===== src/rtl/vga_timing_gen_if.sv =====
// Pixel-timing bundle from the VGA raster counter to the renderers and pins.
// The frame_start/frame_count members exist only when VGA_FRAME_CNT_EN is defined.
interface vga_timing_gen_if;
    logic [9:0]  DrawX;
    logic [9:0]  DrawY;
    logic        blank;
    logic        hs;
    logic        vs;
`ifdef VGA_FRAME_CNT_EN
    logic        frame_start;
    logic [15:0] frame_count;
`endif

    modport master (
        output DrawX, DrawY, blank, hs, vs
`ifdef VGA_FRAME_CNT_EN
        , output frame_start, frame_count
`endif
    );

    modport slave (
        input DrawX, DrawY, blank, hs, vs
`ifdef VGA_FRAME_CNT_EN
        , input frame_start, frame_count
`endif
    );
endinterface


===== src/rtl/vga_timing_gen.sv =====
// 640x480@60 raster counter producing DrawX/DrawY/blank and delayed active-low hs/vs.
// Optional frame_start/frame_count outputs are built only when VGA_FRAME_CNT_EN is defined.
module vga_timing_gen #(
    parameter int H_VISIBLE  = 640,
    parameter int H_FP       = 16,
    parameter int H_SYNC     = 96,
    parameter int H_BP       = 48,
    parameter int V_VISIBLE  = 480,
    parameter int V_FP       = 10,
    parameter int V_SYNC     = 2,
    parameter int V_BP       = 33,
    parameter int SYNC_DELAY = 2
) (
    input  logic             vga_clk,
    input  logic             reset,
    vga_timing_gen_if.master vga
);
    localparam int H_TOTAL = H_VISIBLE + H_FP + H_SYNC + H_BP;
    localparam int V_TOTAL = V_VISIBLE + V_FP + V_SYNC + V_BP;

    generate
        if (H_TOTAL > 1024 || V_TOTAL > 1024 || SYNC_DELAY > 7 || SYNC_DELAY < 0) begin : g_param_err
            $error("vga_timing_gen: H_TOTAL/V_TOTAL must be <= 1024 and SYNC_DELAY in 0..7");
        end
    endgenerate

    localparam logic [9:0]  H_LAST   = 10'(H_TOTAL - 1);
    localparam logic [9:0]  V_LAST   = 10'(V_TOTAL - 1);
    // 11-bit bounds so a sync window ending exactly at 1024 cannot wrap.
    localparam logic [10:0] H_VIS    = 11'(H_VISIBLE);
    localparam logic [10:0] V_VIS    = 11'(V_VISIBLE);
    localparam logic [10:0] HS_START = 11'(H_VISIBLE + H_FP);
    localparam logic [10:0] HS_END   = 11'(H_VISIBLE + H_FP + H_SYNC);
    localparam logic [10:0] VS_START = 11'(V_VISIBLE + V_FP);
    localparam logic [10:0] VS_END   = 11'(V_VISIBLE + V_FP + V_SYNC);

    logic [9:0] draw_x_q, draw_x_d;
    logic [9:0] draw_y_q, draw_y_d;
    logic       blank_q, blank_d;
    logic       hs_raw_q, hs_raw_d;
    logic       vs_raw_q, vs_raw_d;
    logic       x_at_end, y_at_end;

    // Every registered term is derived from the next position so all of them agree in a cycle.
    always_comb begin
        x_at_end = (draw_x_q == H_LAST);
        y_at_end = (draw_y_q == V_LAST);
        draw_x_d = x_at_end ? 10'd0 : draw_x_q + 10'd1;
        draw_y_d = draw_y_q;
        if (x_at_end) begin
            draw_y_d = y_at_end ? 10'd0 : draw_y_q + 10'd1;
        end
        blank_d  = ({1'b0, draw_x_d} < H_VIS) && ({1'b0, draw_y_d} < V_VIS);
        hs_raw_d = !(({1'b0, draw_x_d} >= HS_START) && ({1'b0, draw_x_d} < HS_END));
        vs_raw_d = !(({1'b0, draw_y_d} >= VS_START) && ({1'b0, draw_y_d} < VS_END));
    end

    always_ff @(posedge vga_clk) begin
        if (reset) begin
            draw_x_q <= H_LAST;
            draw_y_q <= V_LAST;
            blank_q  <= 1'b0;
            hs_raw_q <= 1'b1;
            vs_raw_q <= 1'b1;
        end else begin
            draw_x_q <= draw_x_d;
            draw_y_q <= draw_y_d;
            blank_q  <= blank_d;
            hs_raw_q <= hs_raw_d;
            vs_raw_q <= vs_raw_d;
        end
    end

    assign vga.DrawX = draw_x_q;
    assign vga.DrawY = draw_y_q;
    assign vga.blank = blank_q;

    generate
        if (SYNC_DELAY == 0) begin : g_no_delay
            assign vga.hs = hs_raw_q;
            assign vga.vs = vs_raw_q;
        end else begin : g_delay
            logic [SYNC_DELAY-1:0] hs_dly_q;
            logic [SYNC_DELAY-1:0] vs_dly_q;

            // Reset fills the line with idle-high so no stale pulse leaks out after release.
            always_ff @(posedge vga_clk) begin
                if (reset) begin
                    hs_dly_q <= '1;
                    vs_dly_q <= '1;
                end else begin
                    hs_dly_q[0] <= hs_raw_q;
                    vs_dly_q[0] <= vs_raw_q;
                    for (int i = 1; i < SYNC_DELAY; i++) begin
                        hs_dly_q[i] <= hs_dly_q[i-1];
                        vs_dly_q[i] <= vs_dly_q[i-1];
                    end
                end
            end

            assign vga.hs = hs_dly_q[SYNC_DELAY-1];
            assign vga.vs = vs_dly_q[SYNC_DELAY-1];
        end
    endgenerate

`ifdef VGA_FRAME_CNT_EN
    logic        frame_start_q;
    logic [15:0] frame_count_q;

    // The release edge also wraps (last,last)->(0,0), so the first frame counts as 1.
    always_ff @(posedge vga_clk) begin
        if (reset) begin
            frame_start_q <= 1'b0;
            frame_count_q <= 16'd0;
        end else begin
            frame_start_q <= (draw_x_d == 10'd0) && (draw_y_d == 10'd0);
            if (x_at_end && y_at_end) begin
                frame_count_q <= frame_count_q + 16'd1;
            end
        end
    end

    assign vga.frame_start = frame_start_q;
    assign vga.frame_count = frame_count_q;
`endif
endmodule


===== src/flat_wrapper.sv =====
// flat-port wrapper written by rule: the top's interface ports become plain ports
module vga_timing_gen_flat 
#(
    parameter int H_VISIBLE  = 640,
    parameter int H_FP       = 16,
    parameter int H_SYNC     = 96,
    parameter int H_BP       = 48,
    parameter int V_VISIBLE  = 480,
    parameter int V_FP       = 10,
    parameter int V_SYNC     = 2,
    parameter int V_BP       = 33,
    parameter int SYNC_DELAY = 2
)
  (vga_clk, reset, vga_DrawX, vga_DrawY, vga_blank, vga_hs, vga_vs);
  vga_timing_gen_if vga_i ();
  input  logic vga_clk;
  input  logic reset;
  output wire logic [$bits(vga_i.DrawX)-1:0] vga_DrawX;
  output wire logic [$bits(vga_i.DrawY)-1:0] vga_DrawY;
  output wire logic [$bits(vga_i.blank)-1:0] vga_blank;
  output wire logic [$bits(vga_i.hs)-1:0] vga_hs;
  output wire logic [$bits(vga_i.vs)-1:0] vga_vs;
  assign vga_DrawX = vga_i.DrawX;
  assign vga_DrawY = vga_i.DrawY;
  assign vga_blank = vga_i.blank;
  assign vga_hs = vga_i.hs;
  assign vga_vs = vga_i.vs;
  vga_timing_gen #(.H_VISIBLE(H_VISIBLE), .H_FP(H_FP), .H_SYNC(H_SYNC), .H_BP(H_BP), .V_VISIBLE(V_VISIBLE), .V_FP(V_FP), .V_SYNC(V_SYNC), .V_BP(V_BP), .SYNC_DELAY(SYNC_DELAY)) u_core (.vga_clk(vga_clk), .reset(reset), .vga(vga_i));
endmodule

===== config.mk =====
export PLATFORM = sky130hd
export DESIGN_NAME = vga_timing_gen_flat
export DESIGN_NICKNAME = d
export VERILOG_FILES = /design/src/rtl/vga_timing_gen_if.sv /design/src/rtl/vga_timing_gen.sv /design/src/flat_wrapper.sv
export SDC_FILE = /design/constraint.sdc
export NUM_CORES = 1
export LEC_CHECK = 0
export BUFFER_PORTS_ARGS = -buffer_cell sky130_fd_sc_hd__buf_2
export CAP_MARGIN = 15
export CELL_PAD_IN_SITES_DETAIL_PLACEMENT = 1
export CELL_PAD_IN_SITES_GLOBAL_PLACEMENT = 2
export CORE_ASPECT_RATIO = 0.6
export CORE_MARGIN = 5
export CORE_UTILIZATION = 29
export DETAILED_ROUTE_END_ITERATION = 10
export PLACE_DENSITY = 0.75
export SYNTH_ARGS = -nofsm -noshare
export SYNTH_HDL_FRONTEND = slang
export SYNTH_SLANG_ARGS = --single-unit

===== constraint.sdc =====
create_clock -name vga_clk -period 1.9 [get_ports vga_clk]
set_input_delay 0.38 -clock vga_clk [delete_from_list [all_inputs] [get_ports vga_clk]]
set_output_delay 0.38 -clock vga_clk [all_outputs]
set_load 0.05 [all_outputs]

==> impl_metrics.json, run 1 <==
{
  "path_clk_slew_ns": 0.10,
  "die_y_microns": 62.7,
  "avgSynthCellArea_sq_um": 8.94,
  "maxCapViolations": 0,
  "syn_inst": 150,
  "worstSetupPathType": "register to register",
  "finalInstanceArea_sq_um": 1640,
  "crit_chain": "ha_4 > and4_2 > and3_4 > nand2_1 > or4_1 > a21oi_1",
  "syn_area_sq_um": 1340,
  "cp_top_family": "simple AND/OR/NAND/NOR gates",
  "grt_start_max_net_pins": 26,
  "yosysUniqueCellTypes": 47,
  "power.switching_mw": 1.31,
  "place_ws_ns": 0.0303,
  "cp.required_ns": 2.11,
  "crit_fanout": 6,
  "cts.sinks": 27,
  "grt_use_total_pct": 11.0,
  "min_path_type": "register to register",
  "ir_drop_mv": 0.501,
  "yosys.area.top_type_share_pct": 40.3,
  "firstDrtPassIters": 4,
  "antenna_cells": 0,
  "relSlewSlack_pct": 68.1,
  "finalHoldViolCount": 0,
  "htreeDepth": 1,
  "fmaxAchievable_mhz": 549,
  "syn-num-nets": 155,
  "grt_overflow_total": 0,
  "fin_crit_sh_pct": 95.8,
  "leakage_nw": 0.596,
  "worstPathBufferInverterCount": 0,
  "synth_edf_count": 0,
  "clkPwrFrac_pct": 12.8,
  "cts_tree": "yes",
  "crit_arrival_ns": 2.03,
  "fill_cells": 541,
  "place.port_buffers": 24,
  "drive_gt1_share_pct": 35.0,
  "hold_ws_ns": 0.416,
  "ant_nets": 0,
  "synth_area_leaders": "dfxtp_1 40%, xnor2_1 3.9%, a21oi_1 3.4%",
  "fin_nets": 183,
  "place_hpwl_microns": 2460,
  "skew_ns": 0.00374,
  "pin_count": 25,
  "viasPerCell": 4.97,
  "area_growth_pct": 22.3,
  "fin_util_pct": 36.3,
  "critPathSlowestCell": "or4_1",
  "ys_seq_area_share_pct": 40.3,
  "start_util_pct": 29.7,
  "finalSetupViolations": 0,
  "p_per_area_nw_per_um2": 1640,
  "gp_congestion": 0.784,
  "critPathMaxStageDelay_ns": 0.40,
  "p_seq_share_pct": 32.3,
  "cts_buffers": 3,
  "drc": 0,
  "route.vias.total": 1193,
  "p_sw_share_pct": 48.9,
  "reg2reg_setup_slack_ns": 0.08,
  "p_int_mw": 1.37,
  "worst_slack_ns": 0.0801,
  "tightest_slew_ns": 0.479,
  "maxSlewViolCount": 0,
  "power_mw": 2.68,
  "stdcell_count": 240,
  "cts_max_path_buffers": 2,
  "yosys.area.top_type": "dfxtp_1",
  "clock_latency_ns": 0.28,
  "post-route-min-period_ns": 1.82,
  "rsz0062_at_grt": "no",
  "cts-root-buf": "clkbuf_8",
  "yosys_warnings": 0,
  "cp-end-kind": "register",
  "dpl_cell_area_sq_um": 1550,
  "cp-start-kind": "register",
  "core_area_sq_um": 4520,
  "finalSetupTns_ns": 0,
  "place_inst": 233,
  "post_drt_wl_per_cell_microns": 14.2,
  "wirelength_microns": 3410,
  "drt-initial-drc-count": 36,
  "async_reset_ff_share_pct": 0,
  "combPwrFrac_pct": 54.9,
  "grt_pass1_wl_microns": 5580,
  "synth_flop_cell": "dfxtp_1",
  "dieArea_sq_um": 6130,
  "antenna_found_initial": 0,
  "outcome": "complete, no violations",
  "row_count": 19,
  "synth-seq-cells": 27,
  "ctsHoldBuffers": 0,
  "die-width_microns": 97.8,
  "first_global_vias": 1144
}
==> routing by layer <==
metal | part of all wire, % | GRT usage [%]
met1 | 55 | 15.9
met2 | 41 | 15.9
met5 | 0 | 0
met3 | 3.0 | 3.23
met4 | 0.91 | 2.59
==> layout make-up <==
type	instances	area, sq um	area share [%]
flip-flops and latches	27	558	34.0
multi-input cells	113	783	47.7
repair buffers	29	158	9.61
clock buffers	3	41.3	2.52
inverters	4	15.0	0.915
well taps	63	78.8	4.81
clock inverters	1	6.26	0.381
==> placed cells by master, fill, tap and decap left out, drive strengths merged, types with 2 or more instances in the layout <==
master and count:
a211o 2, a211oi 2, a21o 3, a21oi 9, a31oi 4, and2 3, and3 4, and4 2
buf 29, clkbuf 3, dfxtp 27, ha 3, inv 5, nand2 9, nand2b 4, nand3 6
nand4 4, nor2 8, nor2b 2, nor3 6, nor3b 2, nor4 2, nor4b 2, o21ai 8
o21bai 2, or2 7, or3 2, xnor2 6
==> final timing paths <==
kind / end / start / cells past startpoint
worst min register to register: u_core.g_delay.vs_dly_q[1] / u_core.g_delay.vs_dly_q[0] / 1
worst min-delay path: u_core.g_delay.vs_dly_q[1] / u_core.g_delay.vs_dly_q[0] / 1
worst max register to register: u_core.vga.DrawY[7] / u_core.vga.DrawX[0] / 6
worst max-delay path: u_core.vga.DrawY[7] / u_core.vga.DrawX[0] / 6
==> logic make-up (layout without fill, tap and decap cells) <==
| kind of cell | Yosys count | in the layout | share of synthesized area (%) |
|---|---|---|---|
| AND/OR/NAND/NOR | 66 | 67 | 29.6 |
| adder cells (fa/ha/maj) | 3 | 3 | 2.80 |
| XOR/XNOR | 7 | 7 | 4.57 |
| flip-flops | 27 | 27 | 40.3 |
| buffers and inverters | 11 | 37 | 5.13 |
| AO/OA/AOI/OAI | 36 | 36 | 17.6 |
==> synth_stat cells, drive strengths merged, types with 3 or more instances <==
| cell | instances |
|---|---|
| dfxtp | 27 |
| a21oi | 9 |
| nand2 | 9 |
| nor2 | 8 |
| o21ai | 8 |
| or2 | 7 |
| nand3 | 6 |
| nor3 | 6 |
| xnor2 | 6 |
| buf | 5 |
| a31oi | 4 |
| inv | 4 |
| nand2b | 4 |
| nand4 | 4 |
| a21o | 3 |
| and2 | 3 |
| and3 | 3 |
| ha | 3 |
==> flip-flops by register name (all words and copies together) (netlist names) <==
signal / cells
u_core.vga.DrawX: 10
u_core.g_delay.hs_dly_q: 2
u_core.vga.blank: 1
u_core.vga.DrawY: 10
u_core.g_delay.vs_dly_q: 2
u_core.hs_raw_q: 1
u_core.vs_raw_q: 1
==> power by group through the flow <==
stage	combinational, mW	sequential (mW)	clock, mW
2_1_floorplan	0.778	1.21	0
3_3_place_gp	1.37	0.867	0
3_5_place_dp	1.38	0.874	0
4_1_cts	1.39	0.863	0.360
5_1_grt	1.60	0.892	0.389
6_report	1.47	0.867	0.343
==> repair_timing <==
action / 4_1_cts / 5_1_grt
endpoints found under the setup margin: 0 / 4
buffers inserted: 0 / 2
resized for setup: 0 / 7
(Power assumes the default switching activity.)
==> run 2: changes to the inputs <==
--- a/config.mk
+++ b/config.mk
@@ -5,7 +5,7 @@
 export SDC_FILE = /design/constraint.sdc
 export NUM_CORES = 1
 export LEC_CHECK = 0
-export BUFFER_PORTS_ARGS = -buffer_cell sky130_fd_sc_hd__buf_2
+export BUFFER_PORTS_ARGS = -buffer_cell sky130_fd_sc_hd__buf_4
 export CAP_MARGIN = 15
 export CELL_PAD_IN_SITES_DETAIL_PLACEMENT = 1
 export CELL_PAD_IN_SITES_GLOBAL_PLACEMENT = 2
==> run 2 against run 1 <==
Against the previous run:
- clock power about the same
- die area did not move
- final cell count up 0.42%
- non-clock buffer count increased by 2
- final area up 4.4%
- sequential power about the same
- count of clock-buffer cells in the layout is the same
- critical path type unchanged
==> impl_metrics.json, run 2 (same netlist as run 1, synthesis figures left out) <==
{
  "stdcell_count": 241,
  "drt-initial-drc-count": 36,
  "cp-start-kind": "register",
  "dieArea_sq_um": 6130,
  "crit_fanout": 5,
  "route.vias.total": 1205,
  "fin_nets": 184,
  "viasPerCell": 5.00,
  "cts_max_path_buffers": 2,
  "cts_buffers": 3,
  "p_per_area_nw_per_um2": 1640,
  "final_cell_mix": "31 x buf_4, 17 x dfxtp_1, 9 x nand2_1",
  "combPwrFrac_pct": 56.8,
  "layout_commonest_cell": "buf_4",
  "crit_arrival_ns": 1.93,
  "maxCapViolations": 0,
  "firstDrtPassIters": 4,
  "crit_chain": "ha_4 > and4_4 > nand3_1 > or3_1 > a21oi_2 > nand4_1",
  "relSlewSlack_pct": 76.6,
  "antenna_found_initial": 0,
  "ctsHoldBuffers": 0,
  "area_growth_pct": 27.7,
  "pin_count": 25,
  "drc": 0,
  "antenna_cells": 0,
  "place_hpwl_microns": 2700,
  "hold_ws_ns": 0.419,
  "grt_pass1_wl_microns": 6150,
  "cp_top_family": "simple AND/OR/NAND/NOR gates",
  "path_clk_slew_ns": 0.10,
  "ant_nets": 0,
  "place.port_buffers": 24,
  "core_area_sq_um": 4520,
  "first_global_vias": 1203,
  "die_y_microns": 62.7,
  "ir_drop_mv": 0.553,
  "seqCellArea_sq_um": 558,
  "cts_tree": "yes",
  "fill_cells": 526,
  "cts-root-buf": "clkbuf_8",
  "post-route-min-period_ns": 1.79,
  "htreeDepth": 1,
  "critPathMaxStageDelay_ns": 0.42,
  "clkPwrFrac_pct": 12.3,
  "grt_overflow_total": 0,
  "leakage_nw": 0.618,
  "skew_ns": 0.00337,
  "cp.required_ns": 2.05,
  "p_sw_share_pct": 48.2,
  "start_util_pct": 29.7,
  "drive_gt1_share_pct": 37.1,
  "min_path_type": "register to register",
  "clock_latency_ns": 0.28,
  "die-width_microns": 97.8,
  "place_inst": 234,
  "row_count": 19,
  "p_int_mw": 1.46,
  "power_mw": 2.81,
  "wirelength_microns": 3720,
  "finalHoldViolCount": 0,
  "gp_congestion": 0.808,
  "fin_crit_sh_pct": 94.0,
  "post_drt_wl_per_cell_microns": 15.4,
  "outcome": "complete, no violations",
  "grt_use_total_pct": 12.3,
  "maxSlewViolCount": 0,
  "grt_start_max_net_pins": 26,
  "fmaxAchievable_mhz": 560,
  "multiInputGateArea_sq_um": 781,
  "worstPathBufferInverterCount": 0,
  "cts.sinks": 27,
  "cp-end-kind": "register",
  "tightest_slew_ns": 0.348,
  "worstSetupPathType": "register to register",
  "critPathSlowestCell": "or3_1",
  "finalSetupViolations": 0,
  "p_seq_share_pct": 30.9,
  "fin_util_pct": 37.9,
  "power.switching_mw": 1.35
}
==> run 2: cell types whose count changed in the layout (fill, tap and decap cells not counted), sizes merged <==
cell  before  now
and3       4    3
buf       29   31
==> run 2: worst paths after layout <==
kind / depth (start not counted) / endpoint / slack (ns) / start
min reg2reg: 1 / u_core.g_delay.hs_dly_q[1] / 0.42 / u_core.g_delay.hs_dly_q[0]
max reg2reg: 6 / u_core.vs_raw_q / 0.11 / u_core.vga.DrawX[0]
max: 6 / u_core.vs_raw_q / 0.11 / u_core.vga.DrawX[0]
min: 1 / u_core.g_delay.hs_dly_q[1] / 0.42 / u_core.g_delay.hs_dly_q[0]
==> run 2: cell type report <==
type / count / area share (%)
well taps: 63 / 4.60
flip-flops and latches: 27 / 32.6
clock inverters: 1 / 0.365
multi-input cells: 112 / 45.6
repair buffers: 31 / 13.6
clock buffers: 3 / 2.41
inverters: 4 / 0.877
==> run 2: worst reg2reg max path: cells and delay by family, from the launching register on <==
kind / cells / cell delay [ns]
AOI/OAI and AO/OA: 1 / 0.19
adders and majority gates: 1 / 0.16
DFF: 1 / 0.40
and+or+nand+nor: 4 / 0.92
==> run 2: stage by stage <==
stage	instance area, sq um	setup slack (ns)	setup TNS (ns)
2_1_floorplan	1380	0.00594	0
3_3_place_gp	1610	0.0983	0
3_5_place_dp	1610	0.0578	0
4_1_cts	1660	0.00839	0
5_1_grt	1710	-0.00136	-0.00136
6_report	1710	0.114	0
==> run 2: power by group through the flow <==
stage / Clock [mW] / Sequential (mW) / Combinational [mW]
global route: 0.389 / 0.893 / 1.72
floorplan: 0 / 1.21 / 0.778
detailed placement: 0 / 0.877 / 1.48
CTS: 0.370 / 0.865 / 1.49
finish: 0.346 / 0.868 / 1.59
global placement: 0 / 0.864 / 1.46
==> run 2: timing repair <==
| item | CTS | global route |
|---|---|---|
| setup endpoints to repair | 0 | 5 |
| setup buffers | 0 | 3 |
| resized for setup | 0 | 8 |
==> run 2: metal layers <==
metal	share of wire (%)	global-route usage, %
met1	54	17.4
met2	43	18.4
met3	2.1	3.01
met4	0.99	3.45
met5	0	0
==> run 3: changes to the inputs <==
--- a/config.mk
+++ b/config.mk
@@ -5,7 +5,7 @@
 export SDC_FILE = /design/constraint.sdc
 export NUM_CORES = 1
 export LEC_CHECK = 0
-export BUFFER_PORTS_ARGS = -buffer_cell sky130_fd_sc_hd__buf_4
+export BUFFER_PORTS_ARGS = -buffer_cell sky130_fd_sc_hd__buf_2
 export CAP_MARGIN = 15
 export CELL_PAD_IN_SITES_DETAIL_PLACEMENT = 1
 export CELL_PAD_IN_SITES_GLOBAL_PLACEMENT = 2
@@ -13,7 +13,7 @@
 export CORE_MARGIN = 5
 export CORE_UTILIZATION = 29
 export DETAILED_ROUTE_END_ITERATION = 10
-export PLACE_DENSITY = 0.75
+export PLACE_DENSITY = 0.74
 export SYNTH_ARGS = -nofsm -noshare
 export SYNTH_HDL_FRONTEND = slang
 export SYNTH_SLANG_ARGS = --single-unit
==> run 3 against run 2 <==
Against the previous run:
- clock power about the same
- sequential share of layout area up 1.8 points
- non-clock buffer count is 1 lower
- via count shrank 2.3%
- final cell count is 0.41% lower
- core utilization fell by 2.0 points
- routed wire length shrank 5.2%
- first-iteration DRC count grew 61%
- final area down 5.3%
- register-to-register slack barely moved
- count of clock-buffer cells in the layout is the same
- maximum frequency rose by 0.42%
- critical path type unchanged
- critical endpoint unchanged
- largest cell class unchanged
==> impl_metrics.json, run 3 (same netlist as run 1, synthesis figures left out) <==
{
  "outcome": "complete, no violations",
  "row_count": 19,
  "fin_crit_sh_pct": 93.6,
  "reg2reg_to": "u_core.vs_raw_q",
  "path_clk_slew_ns": 0.10,
  "die-width_microns": 97.8,
  "fin_nets": 183,
  "place_hpwl_microns": 2600,
  "cts_max_path_buffers": 2,
  "crit_chain": "nor4b_2 > and4_2 > o21ai_2 > a2111oi_2 > nand4_1",
  "dieArea_sq_um": 6130,
  "wirelength_microns": 3530,
  "cts_tree": "yes",
  "htreeDepth": 1,
  "route.vias.total": 1177,
  "drive_gt1_share_pct": 34.5,
  "antenna_cells": 0,
  "stdcell_count": 240,
  "cp.required_ns": 2.05,
  "finalInstanceArea_sq_um": 1620,
  "finalHoldViolCount": 0,
  "post-route-min-period_ns": 1.78,
  "hold_ws_ns": 0.419,
  "reg2reg_setup_slack_ns": 0.12,
  "cts-root-buf": "clkbuf_8",
  "maxCapViolations": 0,
  "antenna_found_initial": 0,
  "relSlewSlack_pct": 68.0,
  "drc": 0,
  "grt_pass1_wl_microns": 5890,
  "hold_path.startpoint": "u_core.g_delay.vs_dly_q[0]",
  "grt_overflow_total": 0,
  "grt_use_total_pct": 11.8,
  "dpl_cell_area_sq_um": 1560,
  "fin_util_pct": 35.9,
  "drt-initial-drc-count": 58,
  "first_global_vias": 1191,
  "worstSetupPathType": "register to register",
  "core_area_sq_um": 4520,
  "finalSetupViolations": 0,
  "critPathLaunch": "u_core.vga.DrawY[6]",
  "ctsHoldBuffers": 0,
  "reg2reg_depth": 5,
  "pin_count": 25,
  "clock_latency_ns": 0.28,
  "cts.sinks": 27,
  "viasPerCell": 4.90,
  "crit_arrival_ns": 1.93,
  "holdPathStages": 1,
  "critPathSlowestCell": "dfxtp_1",
  "gp_congestion": 0.839,
  "p_per_area_nw_per_um2": 1610,
  "layout_commonest_cell": "buf_2",
  "post_drt_wl_per_cell_microns": 14.7,
  "ir_drop_mv": 0.574,
  "cp-start-kind": "register",
  "fmaxAchievable_mhz": 562,
  "firstDrtPassIters": 4,
  "critPathMaxStageDelay_ns": 0.39,
  "skew_ns": 0.00456,
  "worstHoldEndpoint": "u_core.g_delay.vs_dly_q[1]",
  "start_util_pct": 29.7,
  "leakage_nw": 0.594,
  "ant_nets": 0,
  "area_growth_pct": 21.0,
  "maxSlewViolCount": 0,
  "rsz0062_at_grt": "no",
  "min_path_type": "register to register",
  "crit_fanout": 6,
  "place_inst": 235,
  "tightest_slew_ns": 0.479,
  "r2r_start": "u_core.vga.DrawY[6]",
  "cp-end-kind": "register",
  "grt_start_max_net_pins": 26,
  "final_cell_mix": "24 x buf_2, 17 x dfxtp_1, 9 x nand2_1",
  "finalSetupTns_ns": 0,
  "die_y_microns": 62.7,
  "place.port_buffers": 24,
  "cts_buffers": 3
}
## run 3: worst max-delay path by stage
stage	slack, ns	endpoint
6_report	0.12	u_core.vs_raw_q
5_1_grt	0.009	u_core.vs_raw_q
2_1_floorplan	0.006	u_core.vs_raw_q
3_3_place_gp	0.09	u_core.vs_raw_q
3_5_place_dp	0.06	u_core.vga.DrawY[7]
4_1_cts	0.04	u_core.vga.DrawY[7]
## run 3: final cells by class
cell class                      instances  area (sq um)
Clock buffer                            3          41.3
Fill cell                             544          2890
Inverter                                4          15.0
Multi-Input combinational cell        112           758
Tap cell                               63          78.8
Clock inverter                          1          6.26
Timing Repair Buffer                   30           165
Sequential cell                        27           558
## run 3: worst max-delay path: cells and delay by family, from the launching register on
family / cells / cell delay (ns)
flip-flops: 1 / 0.39
AND/OR/NAND/NOR: 3 / 0.82
AO/OA/AOI/OAI: 2 / 0.44
## run 3: what timing repair did
item                                    CTS  global route
setup buffers                             0             1
endpoints found under the setup margin    0             5
gates resized for setup                   0             5
## run 3: metrics by stage
step / setup WS, ns / power, mW
after floorplan: 0.00594 / 1.99
after detailed placement: 0.0619 / 2.24
after global placement: 0.0896 / 2.23
after CTS: 0.0398 / 2.60
after global routing: 0.00871 / 2.81
final: 0.122 / 2.62
## run 3: report_power, final
group          internal [mW]  switching (mW)
combinational          0.475           0.931
clock                  0.151           0.196
sequential             0.700           0.167
total                   1.33            1.29
## run 3: routing by layer
metal	up-vias	track usage, %	routed length [microns]
met5	-	0	0
li1	599	-	-
met2	13	17.6	1480
met4	0	3.11	40
met3	5	3.01	101
met1	560	17.0	1900
